===== src/rtl/fifo_rd_arbiter.sv =====
// Round-robin read arbiter for two FWFT FIFOs: grants a burst when a FIFO holds a
// full burst (or any data while flushing), requests it downstream, then streams it.
module fifo_rd_arbiter #(
  parameter int RD_WIDTH        = 32,
  parameter int RD_CNT_WIDTH    = 11,
  parameter int BURST_LEN       = 16,
  parameter int BURST_CNT_WIDTH = 5
) (
  input  logic                       rd_clk,
  input  logic                       rd_rst,
  input  logic [RD_CNT_WIDTH-1:0]    fifo0_rd_data_count,
  input  logic [RD_CNT_WIDTH-1:0]    fifo1_rd_data_count,
  input  logic                       fifo0_empty,
  input  logic                       fifo1_empty,
  input  logic [RD_WIDTH-1:0]        fifo0_rd_data,
  input  logic [RD_WIDTH-1:0]        fifo1_rd_data,
  output logic                       fifo0_rd_en,
  output logic                       fifo1_rd_en,
  input  logic                       flush,
  output logic                       burst_req,
  output logic                       burst_ch,
  output logic [BURST_CNT_WIDTH-1:0] burst_len,
  input  logic                       burst_ack,
  output logic                       out_valid,
  output logic [RD_WIDTH-1:0]        out_data,
  output logic                       out_last,
  input  logic                       out_ready,
  output logic                       busy
);

  typedef enum logic [1:0] {IDLE, REQ, DATA} state_t;

  localparam logic [RD_CNT_WIDTH-1:0]    BURST_LEN_CNT   = RD_CNT_WIDTH'(BURST_LEN);
  localparam logic [BURST_CNT_WIDTH-1:0] BURST_LEN_BEATS = BURST_CNT_WIDTH'(BURST_LEN);
  localparam logic [BURST_CNT_WIDTH-1:0] ONE_BEAT        = BURST_CNT_WIDTH'(1);

  state_t                     state_q, state_d;
  logic                       last_grant_q, last_grant_d;
  logic                       grant_q, grant_d;
  logic [BURST_CNT_WIDTH-1:0] len_q, len_d;
  logic [BURST_CNT_WIDTH-1:0] beat_q, beat_d;

  logic elig0, elig1;
  logic sel_empty;
  logic beat_hs;

  // Burst length is the occupancy clipped to a full burst.
  function automatic logic [BURST_CNT_WIDTH-1:0] clip_len(input logic [RD_CNT_WIDTH-1:0] cnt);
    if (cnt >= BURST_LEN_CNT) return BURST_LEN_BEATS;
    return BURST_CNT_WIDTH'(cnt);
  endfunction

  assign elig0 = (fifo0_rd_data_count >= BURST_LEN_CNT) || (flush && (fifo0_rd_data_count != '0));
  assign elig1 = (fifo1_rd_data_count >= BURST_LEN_CNT) || (flush && (fifo1_rd_data_count != '0));

  assign sel_empty   = grant_q ? fifo1_empty : fifo0_empty;
  assign out_data    = grant_q ? fifo1_rd_data : fifo0_rd_data;
  assign out_valid   = (state_q == DATA) && !sel_empty;
  assign beat_hs     = out_valid && out_ready;
  assign fifo0_rd_en = beat_hs && !grant_q;
  assign fifo1_rd_en = beat_hs && grant_q;
  assign out_last    = out_valid && (beat_q == ONE_BEAT);
  assign burst_req   = (state_q == REQ);
  assign burst_ch    = grant_q;
  assign burst_len   = len_q;
  assign busy        = (state_q != IDLE);

  always_comb begin
    state_d      = state_q;
    last_grant_d = last_grant_q;
    grant_d      = grant_q;
    len_d        = len_q;
    beat_d       = beat_q;
    case (state_q)
      IDLE: begin
        if (elig0 || elig1) begin
          grant_d = (elig0 && elig1) ? !last_grant_q : elig1;
          len_d   = clip_len(grant_d ? fifo1_rd_data_count : fifo0_rd_data_count);
          beat_d  = len_d;
          state_d = REQ;
        end
      end
      REQ: begin
        if (burst_ack) state_d = DATA;
      end
      DATA: begin
        if (beat_hs) begin
          beat_d = beat_q - ONE_BEAT;
          if (beat_q == ONE_BEAT) begin
            state_d      = IDLE;
            last_grant_d = grant_q;
          end
        end
      end
      default: state_d = IDLE;
    endcase
  end

  // Reset favours channel 0 on the first tie by pretending channel 1 went last.
  always_ff @(posedge rd_clk) begin
    if (rd_rst) begin
      state_q      <= IDLE;
      last_grant_q <= 1'b1;
      grant_q      <= 1'b0;
      len_q        <= '0;
      beat_q       <= '0;
    end else begin
      state_q      <= state_d;
      last_grant_q <= last_grant_d;
      grant_q      <= grant_d;
      len_q        <= len_d;
      beat_q       <= beat_d;
    end
  end

endmodule

===== config.mk =====
export PLATFORM = sky130hd
export DESIGN_NAME = fifo_rd_arbiter
export DESIGN_NICKNAME = d
export VERILOG_FILES = /design/src/rtl/fifo_rd_arbiter.sv
export SDC_FILE = /design/constraint.sdc
export NUM_CORES = 1
export LEC_CHECK = 0
export BUFFER_PORTS_ARGS = -buffer_cell sky130_fd_sc_hd__buf_2
export CORE_MARGIN = 2
export CORE_UTILIZATION = 30
export CTS_BUF_LIST = sky130_fd_sc_hd__clkbuf_4 sky130_fd_sc_hd__clkbuf_8
export DETAILED_ROUTE_END_ITERATION = 12
export GPL_TIMING_DRIVEN = 0
export PLACE_DENSITY = 0.66
export SLEW_MARGIN = 10
export SYNTH_ARGS = -nofsm -noshare
export SYNTH_HDL_FRONTEND = slang
export SYNTH_SLANG_ARGS = --single-unit

===== constraint.sdc =====
create_clock -name rd_clk -period 3.7 [get_ports rd_clk]
set_input_delay 0.74 -clock rd_clk [delete_from_list [all_inputs] [get_ports rd_clk]]
set_output_delay 0.74 -clock rd_clk [all_outputs]
set_load 0.05 [all_outputs]

==> results of run 1 <==
stage by stage:
stage               power [mW]  util [%]  worst slack (ps)
global route             0.747      49.3               839
floorplan                0.449         -               786
detailed placement       0.563      48.0              1060
CTS                      0.717      49.3              1020
global placement         0.557      48.0              1050
finish                   0.711      49.3              1040
worst paths after layout:
kind	startpoint	end	slack [ps]	cells past startpoint
min	beat_q[4]	beat_q[4]	480	2
min reg2reg	beat_q[4]	beat_q[4]	480	2
max reg2reg	burst_ch	beat_q[0]	1900	6
max	burst_ch	fifo0_rd_en	1040	6
report_power, final:
group	internal (mW)	switching (mW)	leakage, nW
clock network	0.0944	0.0582	0.0288
logic	0.128	0.259	0.892
registers	0.163	0.00824	0.115
total	0.386	0.325	1.04
registers in the layout, indices dropped and copies added (netlist names):
signal        count
beat_q            5
burst_ch          1
burst_len         5
last_grant_q      1
state_q           2
area by class of cell:
cell class,instances,area share [%]
buffer,7,1.64
sequential,14,13.1
inverter,8,1.41
tap,52,3.05
clock buffer,4,2.58
multi-input combinational,119,46.2
timing repair buffer,136,31.9
layer usage:
metal / routed length (um) / vias up / part of all wire (%)
li1: - / 836 / -
met1: 1810 / 794 / 36
met2: 2710 / 74 / 54
met3: 376 / 8 / 7.5
met4: 93 / 0 / 1.9
met5: 0 / - / 0
placed cells by master, fill, tap and decap left out, drive strengths merged, types with 3 or more instances in the layout:
cell type and instances:
a211oi 3, nor3 8, mux2 32, inv 8
dfxtp 14, nor2 16, nand2 7, clkbuf 6
buf 141, a21oi 8, nand3 4, nor4 3
worst min-delay path: cells and delay by family, from the launching register on:
kind | cells | cell delay [ps]
flops | 1 | 320
compound gates | 1 | 50
simple gates | 1 | 60
cell families after synthesis:
kind of cell    share of synthesized area, %
fa+ha+maj                               1.88
buf+inv                                 4.89
simple gates                            22.6
mux                                     28.6
flops                                   21.1
compound gates                          21.1
==> out/summary.md, run 1 <==
## Synthesis
- **cell area after synthesis** 1330 um^2
- **number of enable flip-flop cells after synthesis** 0
- **top area cells in the synthesized netlist** mux2_2 (27%), dfxtp_1 (21%), nor2_1 (4.5%)
- **most frequent cells after synthesis** mux2_2 (32), nor2_1 (16), dfxtp_1 (14)
- **post-synth cell types** 47
- **area share of the leading cell type in the synthesized netlist** 27.1%
- **fraction of registers with async set/reset** 0%
- **most common flop cell mapped by yosys** dfxtp_1
- **Warnings, synthesis** 0
- **sequential cell area fraction in the yosys report** 21.1%
- **post-synthesis area per instance** 9.00 um^2
- **Syn Inst Count** 148
- **Synthesized Nets** 243
- **largest area contributor in the netlist** mux2_2
- **Synth Register Bits** 14
- **dominant cell by count in the synthesized netlist** mux2_2

## Route
- **via count** 1,712
- **average wire per standard cell** 14.7 um
- **number of DRC violations after detailed routing** 0
- **overall routed net length** 4.99 mm
- **number of antenna-violating nets in the routed design** 0
- **number of iterations in the first detailed-routing pass** 4
- **violation count after the first detailed-route iteration** 25
- **post-DR vias/cell** 5.04

## Timing
- **Final setup viols** 0
- **Final min period** 2660 ps
- **number of failing hold endpoints at the final stage** 0
- **Max-Slew Margin vs Limit** 65.3%
- **slew at the pin closest to its max-slew limit** 520 ps
- **Max Clk Rate** 0.376 GHz
- **share of the clock period used by the worst path** 71.8%
- **skew final** 2.55 ps
- **smallest hold slack** 477 ps
- **max-slew violation count** 0
- **Sum Neg Setup Slack** 0 ps
- **RSZ-0062 raised after global routing** no

## Power
- **Pwr per Cell Area** 333 nW/um^2
- **Peak supply drop** 0.148 mV
- **Static Leak** 1.04 nW

## GRT
- **GR met1 Demand/Resource** 20.0%
- **routing usage on met2** 39.0%
- **antenna violations before repair** 0
- **pin count of the biggest net entering global routing** 11
- **wire length of the first global-routing pass** 7.82 mm
- **GRT overflow** 0
- **grt peak-use layer** met2
- **vias in the first global route** 1,719
- **Global Route met3 Usage** 3.99%
- **aggregate global-route resource usage** 19.5%

## Final layout
- **antenna diode count** 0
- **Area growth, synth to finish** 60.1%
- **multi-input combinational cell area** 986 um^2
- **FF+latch area** 280 um^2
- **number of nets in the finished design** 384
- **Filler Cell Count** 453
- **fraction of final layout cells sized beyond drive strength 1** 63.5%
- **Layout Cells excl Fill** 340
- **post-route cell area** 2130 um^2

## Clocking
- **cts repair resizes** 0
- **clk sink count** 14
- **cell at the root of the clock tree** clkbuf_8
- **post-CTS clock slew at the launch and capture registers of the worst setup and hold paths** 60 ps
- **total setup buffers inserted after CTS** 0
- **number of levels the H-tree was split into** 1
- **number of buffers on the longest clock path** 2
- **# hold bufs at CTS** 0
- **number of buffers added by the clock tree synthesis step** 3
- **TritonCTS clock tree** built
- **latest clock arrival within the worst-skew pair** 250 ps

## Critical path
- **data arrival time of the critical path** 1920 ps
- **sum of buffers and inverters on the critical path** 3
- **CP Launch Type** register
- **worst path required time** 2960 ps
- **largest stage delay on the critical path** 330 ps
- **cell family contributing the most delay on the critical path** buffers and inverters
- **CP Capture Type** output port
- **chain of cells forming the critical path** buf_2 -> mux2i_1 -> nand3_1 -> clkbuf_1 -> nor2_1 -> buf_2
- **type of the worst setup path** register to output port
- **cell type of the slowest stage on the worst timing path** mux2i_1
- **largest fanout on the critical path** 10
- **Top cell by count, worst path** buf_2

## Place
- **placed instance area** 2080 um^2
- **Post-Place Cells** 336
- **IO buf count** 136
- **detailed-placement wirelength estimate** 4.28 mm
- **gpl congestion** 0.797

## Worst hold path
- **Hold/Removal Path Class** register to register

## Floorplanning
- **horizontal extent of the die** 70.6 um
- **height of the die** 70.6 um
- **total die area** 4990 um^2
- **Starting Density** 30.8%
- **Core Area** 4320 um^2
- **number of placed I/O pins** 137
- **number of placement rows** 24

## Run status
- **outcome** finished clean

## Run
- **max-cap violation count** 0

Note: power is estimated with default switching activity, not from simulation.
==> run 2: changes to the inputs <==
- PLACE_DENSITY: 0.66 -> 0.69
- clock period: 3.7 -> 2.4 ns (I/O delays scaled with it)
==> run 2 against run 1 <==
Core utilization up 0.61 points. Routed wire length fell by 4.9%. Cell count is the same. Sequential share of layout area decreased by 0.16 points. Register-to-register slack worse by 1100 ps. Clock skew is 2.0 ps lower. Die area unchanged. Design area is 1.2% higher. Non-clock buffer count unchanged.
==> out/summary.md, run 2 (synthesis gave the netlist of run 1 again) <==
## Floorplanning
- **Core Area** 4320 um^2, unchanged
- **number of placed I/O pins** 137, unchanged
- **Starting Density** 30.8%, unchanged
- **total die area** 4990 um^2, unchanged
- **horizontal extent of the die** 70.6 um, unchanged
- **height of the die** 70.6 um, unchanged
- **number of placement rows** 24, unchanged

## Power
- **Peak supply drop** 0.213 mV, +44%
- **internal power** 599 uW, +55%
- **combinational group share of total power** 54.5%, about the same
- **switching portion of total power** 45.6%, -0.080 points
- **Pwr per Cell Area** 511 nW/um^2, +53%
- **switching pwr** 503 uW, +55%
- **register share of total power** 23.9%, -0.2 points
- **clock network fraction of design power** 21.6%, about the same
- **Static Leak** 1.05 nW, +1.2%
- **power after layout** 1.10 mW, +55%

## Place
- **gpl congestion** 0.877, +10%
- **IO buf count** 136, unchanged
- **Post-Place Cells** 336, unchanged
- **detailed-placement wirelength estimate** 4.01 mm, -6.3%

## Timing
- **share of the clock period used by the worst path** 91.5%
- **RSZ-0062 raised after global routing** no
- **number of failing hold endpoints at the final stage** 0, unchanged
- **skew final** 0.579 ps, -1.97 ps
- **Final setup viols** 0, unchanged
- **slew at the pin closest to its max-slew limit** 530 ps, +10.2 ps
- **Max-Slew Margin vs Limit** 64.6%, -0.77 points
- **Final min period** 2200 ps
- **Max Clk Rate** 0.455 GHz
- **max-slew violation count** 0, unchanged

## Route
- **number of DRC violations after detailed routing** 0, unchanged
- **number of iterations in the first detailed-routing pass** 4, unchanged
- **via count** 1,644, -4.0%
- **post-DR vias/cell** 4.84, -4.0%
- **average wire per standard cell** 14.0 um, -4.9%
- **number of antenna-violating nets in the routed design** 0, unchanged
- **overall routed net length** 4.74 mm, -4.9%
- **violation count after the first detailed-route iteration** 48, +92%

## Critical path
- **largest stage delay on the critical path** 330 ps, about the same
- **cell type of the slowest stage on the worst timing path** dfxtp_1
- **chain of cells forming the critical path** clkbuf_4 -> mux2i_4 -> nand3_1 -> clkbuf_2 -> nor2_1 -> clkbuf_4
- **cell family contributing the most delay on the critical path** buffers and inverters
- **CP Launch Type** register
- **Top cell by count, worst path** clkbuf_4
- **type of the worst setup path** register to output port
- **sum of buffers and inverters on the critical path** 3, unchanged
- **data arrival time of the critical path** 1720 ps, -200 ps
- **CP Capture Type** output port
- **worst path required time** 1920 ps, -1040 ps
- **largest fanout on the critical path** 10, unchanged

## GRT
- **pin count of the biggest net entering global routing** 11, unchanged
- **GRT overflow** 0, unchanged
- **GR met1 Demand/Resource** 21.0%, +1.0 points
- **vias in the first global route** 1,581, -8.0%
- **wire length of the first global-routing pass** 7.40 mm, -5.5%
- **Global Route met3 Usage** 2.99%, -1.0 points
- **grt peak-use layer** met2
- **antenna violations before repair** 0, unchanged
- **aggregate global-route resource usage** 18.5%, -0.99 points
- **routing usage on met2** 36.4%, -2.6 points

## Clocking
- **latest clock arrival within the worst-skew pair** 250 ps, about the same
- **post-CTS clock slew at the launch and capture registers of the worst setup and hold paths** 60 ps, about the same
- **cell at the root of the clock tree** clkbuf_8
- **cts repair resizes** 1, +1
- **number of levels the H-tree was split into** 1, unchanged
- **number of buffers on the longest clock path** 2, unchanged
- **# hold bufs at CTS** 0, unchanged
- **total setup buffers inserted after CTS** 0, unchanged
- **TritonCTS clock tree** built
- **number of buffers added by the clock tree synthesis step** 3, unchanged
- **clk sink count** 14, unchanged

## Final layout
- **fraction of final layout cells sized beyond drive strength 1** 65.6%, +2.1 points
- **antenna diode count** 0, unchanged
- **Area growth, synth to finish** 62.1%
- **Layout Cells excl Fill** 340, unchanged
- **commonest non-fill, non-tap cell in the layout** buf_2
- **top library cells by usage in the layout, fill and taps aside** buf_2 (134), mux2_2 (32), nor2_1 (16)
- **number of nets in the finished design** 384, unchanged

## Run status
- **outcome** finished clean

## Run
- **max-cap violation count** 0, unchanged

## Worst hold path
- **Hold/Removal Path Class** register to register

-- run 2: changes by cell type in the layout (fill, tap and decap cells not counted), sizes merged --
cell and change:
clkbuf +5, buf -5
-- run 2: worst min-delay path, delay by kind of cell, from the launching register on --
family | cells | cell delay, ps
flip-flops | 1 | 320
AO/OA/AOI/OAI | 1 | 60
AND/OR/NAND/NOR | 1 | 60
-- run 2: power groups by stage --
stage | Clock, mW | Sequential [mW] | Combinational [mW]
after global routing | 0.257 | 0.268 | 0.637
after detailed placement | 0 | 0.269 | 0.597
after global placement | 0 | 0.269 | 0.592
after CTS | 0.240 | 0.264 | 0.599
final | 0.238 | 0.264 | 0.601
after floorplan | 0 | 0.302 | 0.390
-- run 2: per-stage QoR --
stage                     util [%]  instance area [um^2]  setup TNS (ps)  hold WS [ps]  setup WS (ps)
after floorplan                  -                  1330            -528           456           -189
after global placement        48.1                  2080               0           471            278
after detailed placement      48.1                  2080               0           479            221
after CTS                     49.4                  2140               0           489           22.0
after global routing          49.9                  2160               0           511           15.1
final                         49.9                  2160               0           484            204
-- run 2: worst paths after layout --
kind,startpoint,end,slack [ps],cells past startpoint
max reg2reg,burst_ch,beat_q[0],760,6
min,beat_q[4],beat_q[4],480,2
min reg2reg,beat_q[4],beat_q[4],480,2
max,burst_ch,fifo1_rd_en,200,6
-- run 2: cell type report --
class                      instances  area, um^2
fill                             430        2170
multi-input combinational        119        1000
timing repair buffer             136         686
sequential                        14         280
tap                               52        65.1
clock buffer                       4        55.1
buffer                             7        42.5
inverter                           8        30.0
-- run 2: routing by layer --
| metal | routed length (um) | vias to the layer above |
|---|---|---|
| met1 | 1870 | 733 |
| met2 | 2520 | 69 |
| li1 | - | 840 |
| met4 | 15 | 0 |
| met5 | 0 | - |
| met3 | 341 | 2 |
